## src/rtl/vga_pkg.sv

```systemverilog
// Shared definitions for the VGA sprite path.
// Holds screen-size defaults, coordinate widths, RGB332 field positions and
// helpers, the per-rectangle state record, the motion FSM state type, and
// the power-on layout of each rectangle.
package vga_pkg;

    localparam int H_RES_DEF   = 640;
    localparam int V_RES_DEF   = 480;
    localparam int X_W         = 10;
    localparam int Y_W         = 9;
    // Coverage compares are done one bit wider than X_W so x+width cannot wrap.
    localparam int COORD_W     = 11;
    // Velocities are kept sign-extended to this width inside rect_t.
    localparam int VEL_STORE_W = 8;

    // RGB332 layout {R[2:0],G[2:0],B[1:0]}
    localparam int R_HI = 7;
    localparam int R_LO = 5;
    localparam int G_HI = 4;
    localparam int G_LO = 2;
    localparam int B_HI = 1;
    localparam int B_LO = 0;

    typedef struct packed {
        logic        [X_W-1:0]         x;
        logic        [Y_W-1:0]         y;
        logic signed [VEL_STORE_W-1:0] dx;
        logic signed [VEL_STORE_W-1:0] dy;
        logic        [7:0]             color;
    } rect_t;

    typedef enum logic [1:0] {
        ST_IDLE   = 2'd0,
        ST_UPDATE = 2'd1,
        ST_DONE   = 2'd2
    } motion_state_t;

    function automatic logic [2:0] rgb_r(input logic [7:0] c);
        return c[R_HI:R_LO];
    endfunction

    function automatic logic [2:0] rgb_g(input logic [7:0] c);
        return c[G_HI:G_LO];
    endfunction

    function automatic logic [1:0] rgb_b(input logic [7:0] c);
        return c[B_HI:B_LO];
    endfunction

    // Diagonal staircase layout; wraps if it would leave the screen.
    function automatic rect_t reset_rect(input int k, input int h_res, input int v_res);
        rect_t r;
        r.x  = X_W'((120 + 80 * k) % h_res);
        r.y  = Y_W'((40 + 80 * k) % v_res);
        r.dx = 8'sd1;
        r.dy = 8'sd1;
        case (k)
            0:       r.color = 8'h1C;
            1:       r.color = 8'hE0;
            2:       r.color = 8'h03;
            3:       r.color = 8'h1C;
            default: r.color = 8'hFF;
        endcase
        return r;
    endfunction

endpackage

```

## src/rtl/rect_bounce_axis.sv

```systemverilog
// Single-axis bounce step (combinational).
// Ports:
//   pos      current position on this axis
//   vel      current signed velocity (sign-extended)
//   next_pos position after one frame step, clamped to [0, LIMIT]
//   next_vel velocity after the step, negated on an edge hit
module rect_bounce_axis
    import vga_pkg::*;
#(
    parameter int POS_W = 10,
    parameter int LIMIT = 480
) (
    input  logic        [POS_W-1:0]       pos,
    input  logic signed [VEL_STORE_W-1:0] vel,
    output logic        [POS_W-1:0]       next_pos,
    output logic signed [VEL_STORE_W-1:0] next_vel
);

    logic [VEL_STORE_W-1:0] mag;
    logic [15:0]            pos_e;
    logic [15:0]            mag_e;
    logic                   neg;
    logic                   nonzero;

    assign neg     = vel[VEL_STORE_W-1];
    assign nonzero = (vel != '0);
    assign mag     = neg ? VEL_STORE_W'(-vel) : VEL_STORE_W'(vel);
    assign pos_e   = 16'(pos);
    assign mag_e   = 16'(mag);

    always_comb begin
        next_pos = pos;
        next_vel = vel;
        if (neg) begin
            if (pos_e < mag_e) begin
                next_pos = '0;
                next_vel = -vel;
            end else begin
                next_pos = POS_W'(pos_e - mag_e);
            end
        end else if (nonzero) begin
            if ((pos_e + mag_e) > 16'(LIMIT)) begin
                next_pos = POS_W'(LIMIT);
                next_vel = -vel;
            end else begin
                next_pos = POS_W'(pos_e + mag_e);
            end
        end
    end

endmodule

```

## src/rtl/rect_sprite_engine.sv

```systemverilog
// Bouncing-rectangle sprite engine between the VGA timing block and the pins.
// Ports:
//   i_clk, i_rst_n         system clock, async active-low reset
//   i_pix_stb              pixel enable; output registers load only on it
//   i_x, i_y, i_active     current pixel position and active-video flag
//   i_frame, i_pause       end-of-frame pulse, motion freeze
//   i_wr_*                 one-clock config write of a whole rectangle
//   o_r, o_g, o_b          composited RGB332 colour (one strobe latency)
//   o_hit                  per-rectangle coverage of the displayed pixel
//   o_busy                 motion update in progress
//
// Motion FSM
//   state     | meaning
//   ST_IDLE   | waiting for an unpaused frame pulse
//   ST_UPDATE | stepping rectangle idx, one per clock
//   ST_DONE   | single trailing busy clock before returning to idle
module rect_sprite_engine
    import vga_pkg::*;
#(
    parameter int N_RECT = 4,
    parameter int H_RES  = H_RES_DEF,
    parameter int V_RES  = V_RES_DEF,
    parameter int RECT_W = 160,
    parameter int RECT_H = 160,
    parameter int VEL_W  = 4,
    localparam int IDX_W = (N_RECT > 1) ? $clog2(N_RECT) : 1
) (
    input  logic              i_clk,
    input  logic              i_rst_n,
    input  logic              i_pix_stb,
    input  logic [X_W-1:0]    i_x,
    input  logic [Y_W-1:0]    i_y,
    input  logic              i_active,
    input  logic              i_frame,
    input  logic              i_pause,
    input  logic              i_wr_en,
    input  logic [IDX_W-1:0]  i_wr_idx,
    input  logic [X_W-1:0]    i_wr_x,
    input  logic [Y_W-1:0]    i_wr_y,
    input  logic [VEL_W-1:0]  i_wr_dx,
    input  logic [VEL_W-1:0]  i_wr_dy,
    input  logic [7:0]        i_wr_color,
    output logic [2:0]        o_r,
    output logic [2:0]        o_g,
    output logic [1:0]        o_b,
    output logic [N_RECT-1:0] o_hit,
    output logic              o_busy
);

    motion_state_t          state;
    logic [IDX_W-1:0]       idx;
    rect_t                  rects [N_RECT];
    rect_t                  cur;
    rect_t                  stepped;
    rect_t                  wr_rect;
    logic [X_W-1:0]         nx;
    logic [Y_W-1:0]         ny;
    logic signed [VEL_STORE_W-1:0] ndx;
    logic signed [VEL_STORE_W-1:0] ndy;
    logic [N_RECT-1:0]      hit;
    logic [7:0]             pix_color;

    // Sign-extend a loaded velocity; the most-negative code is pulled in by
    // one so that negating it on a bounce can never overflow.
    function automatic logic signed [VEL_STORE_W-1:0] load_vel(input logic [VEL_W-1:0] v);
        logic signed [VEL_STORE_W-1:0] ext;
        ext = {{(VEL_STORE_W - VEL_W){v[VEL_W-1]}}, v};
        if (v == {1'b1, {(VEL_W - 1){1'b0}}}) begin
            ext = ext + 8'sd1;
        end
        return ext;
    endfunction

    function automatic logic covers(input logic [COORD_W-1:0] coord,
                                    input logic [COORD_W-1:0] edge_lo,
                                    input logic [COORD_W-1:0] extent);
        return (coord > edge_lo) && (coord < (edge_lo + extent));
    endfunction

    assign cur = rects[idx];

    rect_bounce_axis #(
        .POS_W (X_W),
        .LIMIT (H_RES - RECT_W)
    ) u_axis_x (
        .pos      (cur.x),
        .vel      (cur.dx),
        .next_pos (nx),
        .next_vel (ndx)
    );

    rect_bounce_axis #(
        .POS_W (Y_W),
        .LIMIT (V_RES - RECT_H)
    ) u_axis_y (
        .pos      (cur.y),
        .vel      (cur.dy),
        .next_pos (ny),
        .next_vel (ndy)
    );

    always_comb begin
        stepped       = cur;
        stepped.x     = nx;
        stepped.y     = ny;
        stepped.dx    = ndx;
        stepped.dy    = ndy;
        wr_rect.x     = i_wr_x;
        wr_rect.y     = i_wr_y;
        wr_rect.dx    = load_vel(i_wr_dx);
        wr_rect.dy    = load_vel(i_wr_dy);
        wr_rect.color = i_wr_color;
    end

    always_ff @(posedge i_clk or negedge i_rst_n) begin
        if (!i_rst_n) begin
            state <= ST_IDLE;
            idx   <= '0;
        end else begin
            case (state)
                ST_IDLE: begin
                    if (i_frame && !i_pause) begin
                        state <= ST_UPDATE;
                        idx   <= '0;
                    end
                end
                ST_UPDATE: begin
                    if (idx == IDX_W'(N_RECT - 1)) begin
                        state <= ST_DONE;
                    end else begin
                        idx <= idx + 1'b1;
                    end
                end
                ST_DONE: state <= ST_IDLE;
                default: state <= ST_IDLE;
            endcase
        end
    end

    // A config write to the rectangle being stepped in the same clock wins.
    always_ff @(posedge i_clk or negedge i_rst_n) begin
        if (!i_rst_n) begin
            for (int k = 0; k < N_RECT; k++) begin
                rects[k] <= reset_rect(k, H_RES, V_RES);
            end
        end else begin
            for (int k = 0; k < N_RECT; k++) begin
                if (i_wr_en && (i_wr_idx == IDX_W'(k))) begin
                    rects[k] <= wr_rect;
                end else if ((state == ST_UPDATE) && (idx == IDX_W'(k))) begin
                    rects[k] <= stepped;
                end
            end
        end
    end

    // Walk from the lowest priority upward so index 0 overwrites last.
    always_comb begin
        hit       = '0;
        pix_color = 8'h00;
        for (int k = N_RECT - 1; k >= 0; k--) begin
            if (covers(COORD_W'(i_x), COORD_W'(rects[k].x), COORD_W'(RECT_W)) &&
                covers(COORD_W'(i_y), COORD_W'(rects[k].y), COORD_W'(RECT_H))) begin
                hit[k]    = 1'b1;
                pix_color = rects[k].color;
            end
        end
    end

    always_ff @(posedge i_clk or negedge i_rst_n) begin
        if (!i_rst_n) begin
            o_r   <= '0;
            o_g   <= '0;
            o_b   <= '0;
            o_hit <= '0;
        end else if (i_pix_stb) begin
            if (i_active) begin
                o_r   <= rgb_r(pix_color);
                o_g   <= rgb_g(pix_color);
                o_b   <= rgb_b(pix_color);
                o_hit <= hit;
            end else begin
                o_r   <= '0;
                o_g   <= '0;
                o_b   <= '0;
                o_hit <= '0;
            end
        end
    end

    assign o_busy = (state != ST_IDLE);

endmodule

```

## config.mk

```make
export PLATFORM = sky130hd
export DESIGN_NAME = rect_sprite_engine
export DESIGN_NICKNAME = d
export VERILOG_FILES = /design/src/rtl/vga_pkg.sv /design/src/rtl/rect_bounce_axis.sv /design/src/rtl/rect_sprite_engine.sv
export SDC_FILE = /design/constraint.sdc
export NUM_CORES = 1
export LEC_CHECK = 0
export ABC_AREA = 1
export CORE_MARGIN = 4
export CORE_UTILIZATION = 45
export CTS_BUF_LIST = sky130_fd_sc_hd__clkbuf_16
export DETAILED_ROUTE_END_ITERATION = 8
export GPL_TIMING_DRIVEN = 0
export PLACE_DENSITY_LB_ADDON = 0.25
export SETUP_SLACK_MARGIN = 0.02
export SLEW_MARGIN = 20
export SYNTH_ARGS = -nofsm -noshare
export SYNTH_HDL_FRONTEND = slang
export SYNTH_SLANG_ARGS = --single-unit
```

## constraint.sdc

```tcl
create_clock -name i_clk -period 3.5 [get_ports i_clk]
set_input_delay 0.875 -clock i_clk [delete_from_list [all_inputs] [get_ports i_clk]]
set_output_delay 0.875 -clock i_clk [all_outputs]
set_load 0.1 [all_outputs]
```

==> flow_metrics.py <==
metrics = {
    "outcome": {
        "status": "finished, violations left",
        "violations": "negative setup slack",
    },
    "detailed_routing": {
        "avgViaCountPerCell": 5.795,
        "drc_errors": 0,
        "vias": 18080,
        "postRouteAntennaNets": 0,
        "wire_per_inst_um": 20.10,
        "drt_iter0_drc": 1944,
        "routed_wl_um": 62700,
        "dr.pass1.iters": 5,
    },
    "grt": {
        "grt_pass1_vias": 17140,
        "grt_first_pass_wirelength_um": 94680,
        "grtUsageMet3_pct": 6.525,
        "grt_max_degree": 94,
        "antenna_found_initial": 1,
        "grt_remaining_overflow": 0,
        "met1_usage_pct": 41.06,
        "met2_usage_pct": 47.89,
        "grtUsageTotal_pct": 30.44,
        "busiest_layer": "met2",
    },
    "synth": {
        "ys_seq_area_share_pct": 28.90,
        "synth_mux_area_share_pct": 0,
        "synthTopCellsByArea": "dfrtp_1 (22%), nand2_1 (19%), ha_1 (13%)",
        "synth_edf_count": 0,
        "async_reset_ff_share_pct": 100.0,
        "syn_nets": 2704,
        "yosysTopAreaCellShare_pct": 21.72,
        "ys_warn_count": 0,
        "ys_ff_latch": 188,
        "synthSimpleGateAreaFrac_pct": 29.31,
        "syn_inst": 2472,
        "synth_top_family_by_area": "simple AND/OR/NAND/NOR gates",
        "synth_top_cell_by_area": "dfrtp_1",
        "syn_avg_cell_area_um2": 6.664,
        "synth_area_um2": 16470,
        "synth_xor_area_share_pct": 2.073,
        "synthDistinctLibCells": 49,
        "synthAdderAreaFrac_pct": 13.02,
        "synth_compound_area_share_pct": 15.74,
        "synthFlopType": "dfrtp_1",
    },
    "sta": {
        "fin_crit_sh_pct": 114.1,
        "setup_viol": 132,
        "fmax_ghz": 0.2504,
        "slew_headroom_pct": 30.90,
        "worst_slack_ns": -0.4928,
        "rsz0062_at_grt": "yes",
        "drv_slew": 0,
        "min_period_ns": 3.993,
        "clock_skew_ns": 0.02340,
        "worst_pin_slew_ns": 1.037,
        "hold_violations": 0,
    },
    "layout": {
        "layout-drive-gt1-share_pct": 19.67,
        "fillers": 3324,
        "syn_to_final_growth_pct": 26.12,
        "antennaDiodeCount": 0,
        "final_nets": 2878,
        "final_area_um2": 20780,
    },
    "job": {
        "drv_cap": 0,
    },
    "setup_path": {
        "r2r_end": "rects[40]",
        "start_kind": "flop",
        "ff2ff_path_depth": 23,
        "cp.required_ns": 3.85,
        "critPathCaptureType": "flop",
        "critPathKind": "flop to flop",
        "crit_fanout": 8,
        "crit_arrival_ns": 4.34,
        "reg2reg_slack_ns": -0.49,
        "reg2reg_from": "idx[0]",
    },
    "placement": {
        "port_buffers": 75,
        "post-dp-hpwl_um": 43890,
        "place_area_um2": 17980,
        "gp_congestion": 0.9591,
    },
    "die": {
        "start_util_pct": 45.98,
        "die_h_um": 199.3,
        "ios": 76,
        "core_area_um2": 35830,
        "die_area_um2": 39730,
        "rows": 69,
        "chipWidth_um": 199.3,
    },
    "cts": {
        "cts_buffers": 17,
        "clk_pin_slew_ns": 0.09,
        "cts_tree": "yes",
        "clock_path_buffers": 2,
        "clkLatencyLatePin_ns": 0.47,
        "clockRootBuffer": "clkbuf_16",
        "htreeDepth": 4,
        "cts.sinks": 188,
    },
    "min_path": {
        "worst_hold_path_type": "input pin to async pin",
    },
}
[registers in the layout, summed over array words and instances (netlist names)]
| register | cells |
|---|---|
| o_r | 3 |
| o_hit | 4 |
| idx | 2 |
| o_b | 2 |
| rects | 172 |
| state | 2 |
| o_g | 3 |
[critical path, stage by stage (launching register included)]
cell and delay [ns]:
dfrtp_2 0.50, buf_8 0.18, buf_4 0.14, a21oi_2 0.10
o21ai_1 0.09, nand2_2 0.21, buf_4 0.16, nand4_1 0.15
xor2_1 0.21, o21ai_2 0.28, inv_2 0.09, ha_4 0.33
a21oi_2 0.09, o21ai_0 0.19, nand2_1 0.09, nand2_1 0.07
nand3_1 0.08, nand2_2 0.12, nand2_4 0.11, buf_8 0.16
o21bai_1 0.15, o21ai_2 0.14, nand2_1 0.11, nand3_1 0.08
[how the worst max path moves through the flow]
stage / start / endpoint / slack, ns
after floorplan: idx[0] / rects[40] / 0.02
after global placement: i_rst_n / rects[46] / -6.75
after detailed placement: idx[1] / rects[61] / -1.27
after CTS: idx[0] / rects[72] / -0.35
after global routing: idx[0] / rects[151] / -0.65
final: idx[0] / rects[40] / -0.49
[repair_timing]
| item | CTS | global route |
|---|---|---|
| setup endpoints to repair | 172 | 161 |
| gates cloned | 4 | 0 |
| buffers inserted | 50 | 32 |
| resized for setup | 217 | 217 |
| hold buffers | 0 | 0 |
| pin swaps | 70 | 106 |
[per-stage QoR]
stage                     hold slack (ns)  utilization (%)  cells  setup WS [ns]  setup TNS (ns)
final                              0.2452            57.99   3120        -0.4928          -46.35
after global routing               0.2513            57.99   3120        -0.6473          -67.21
after CTS                          0.2462            55.08   3093        -0.3472          -36.59
after detailed placement           0.4728            50.18   3010         -1.268         -159.51
after global placement             0.4664            50.01   3008         -6.746        -1301.73
after floorplan                    0.4571                -   2472        0.02141               0
[cell usage after synthesis (all sizes together), types with 7 or more instances]
cell    count
clkbuf     45
dfrtp     143
o211ai     22
nand3     176
a21oi     157
nor2      100
dfstp      45
xor2       38
o221ai     32
a21o        7
nand2     824
o21ai     165
buf        42
ha        165
nand4      28
o22ai      45
nor3       23
nand3b      8
inv       366
[routing by layer]
metal  up-vias  wire [µm]
met5         -         13
met3       173       6196
met2       920      28380
li1       8415          -
met4         2       2762
met1      8569      25350
[kinds of logic after synthesis]
group / count (synthesis)
simple gates: 1169
buf+inv: 457
compound gates: 450
flops: 188
fa+ha+maj: 169
xor+xnor: 39
[layout make-up]
| cell class | instances | area, µm² | share of cell area (%) |
|---|---|---|---|
| buffer | 83 | 584.3 | 2.812 |
| clock buffer | 17 | 425.4 | 2.047 |
| clock inverter | 15 | 167.7 | 0.8069 |
| inverter | 370 | 1443 | 6.943 |
| multi-input combinational | 1827 | 11360 | 54.68 |
| sequential | 188 | 4762 | 22.92 |
| tap | 461 | 576.8 | 2.776 |
| timing repair buffer | 159 | 1456 | 7.010 |
[layout by cell type, fill, tap and decap left out, drive strengths merged, types with 38 or more instances in the layout]
| cell | count |
|---|---|
| xor2 | 38 |
| dfstp | 45 |
| inv | 371 |
| buf | 122 |
| dfrtp | 143 |
| o21ai | 165 |
| o22ai | 45 |
| clkbuf | 63 |
| a21oi | 157 |
| clkdlybuf4s50 | 71 |
| nand3 | 176 |
| nand2 | 824 |
| ha | 165 |
| nor2 | 100 |
Power is not shown: default switching activity piles up to over one toggle a cycle in this logic, so the estimate is an artifact.
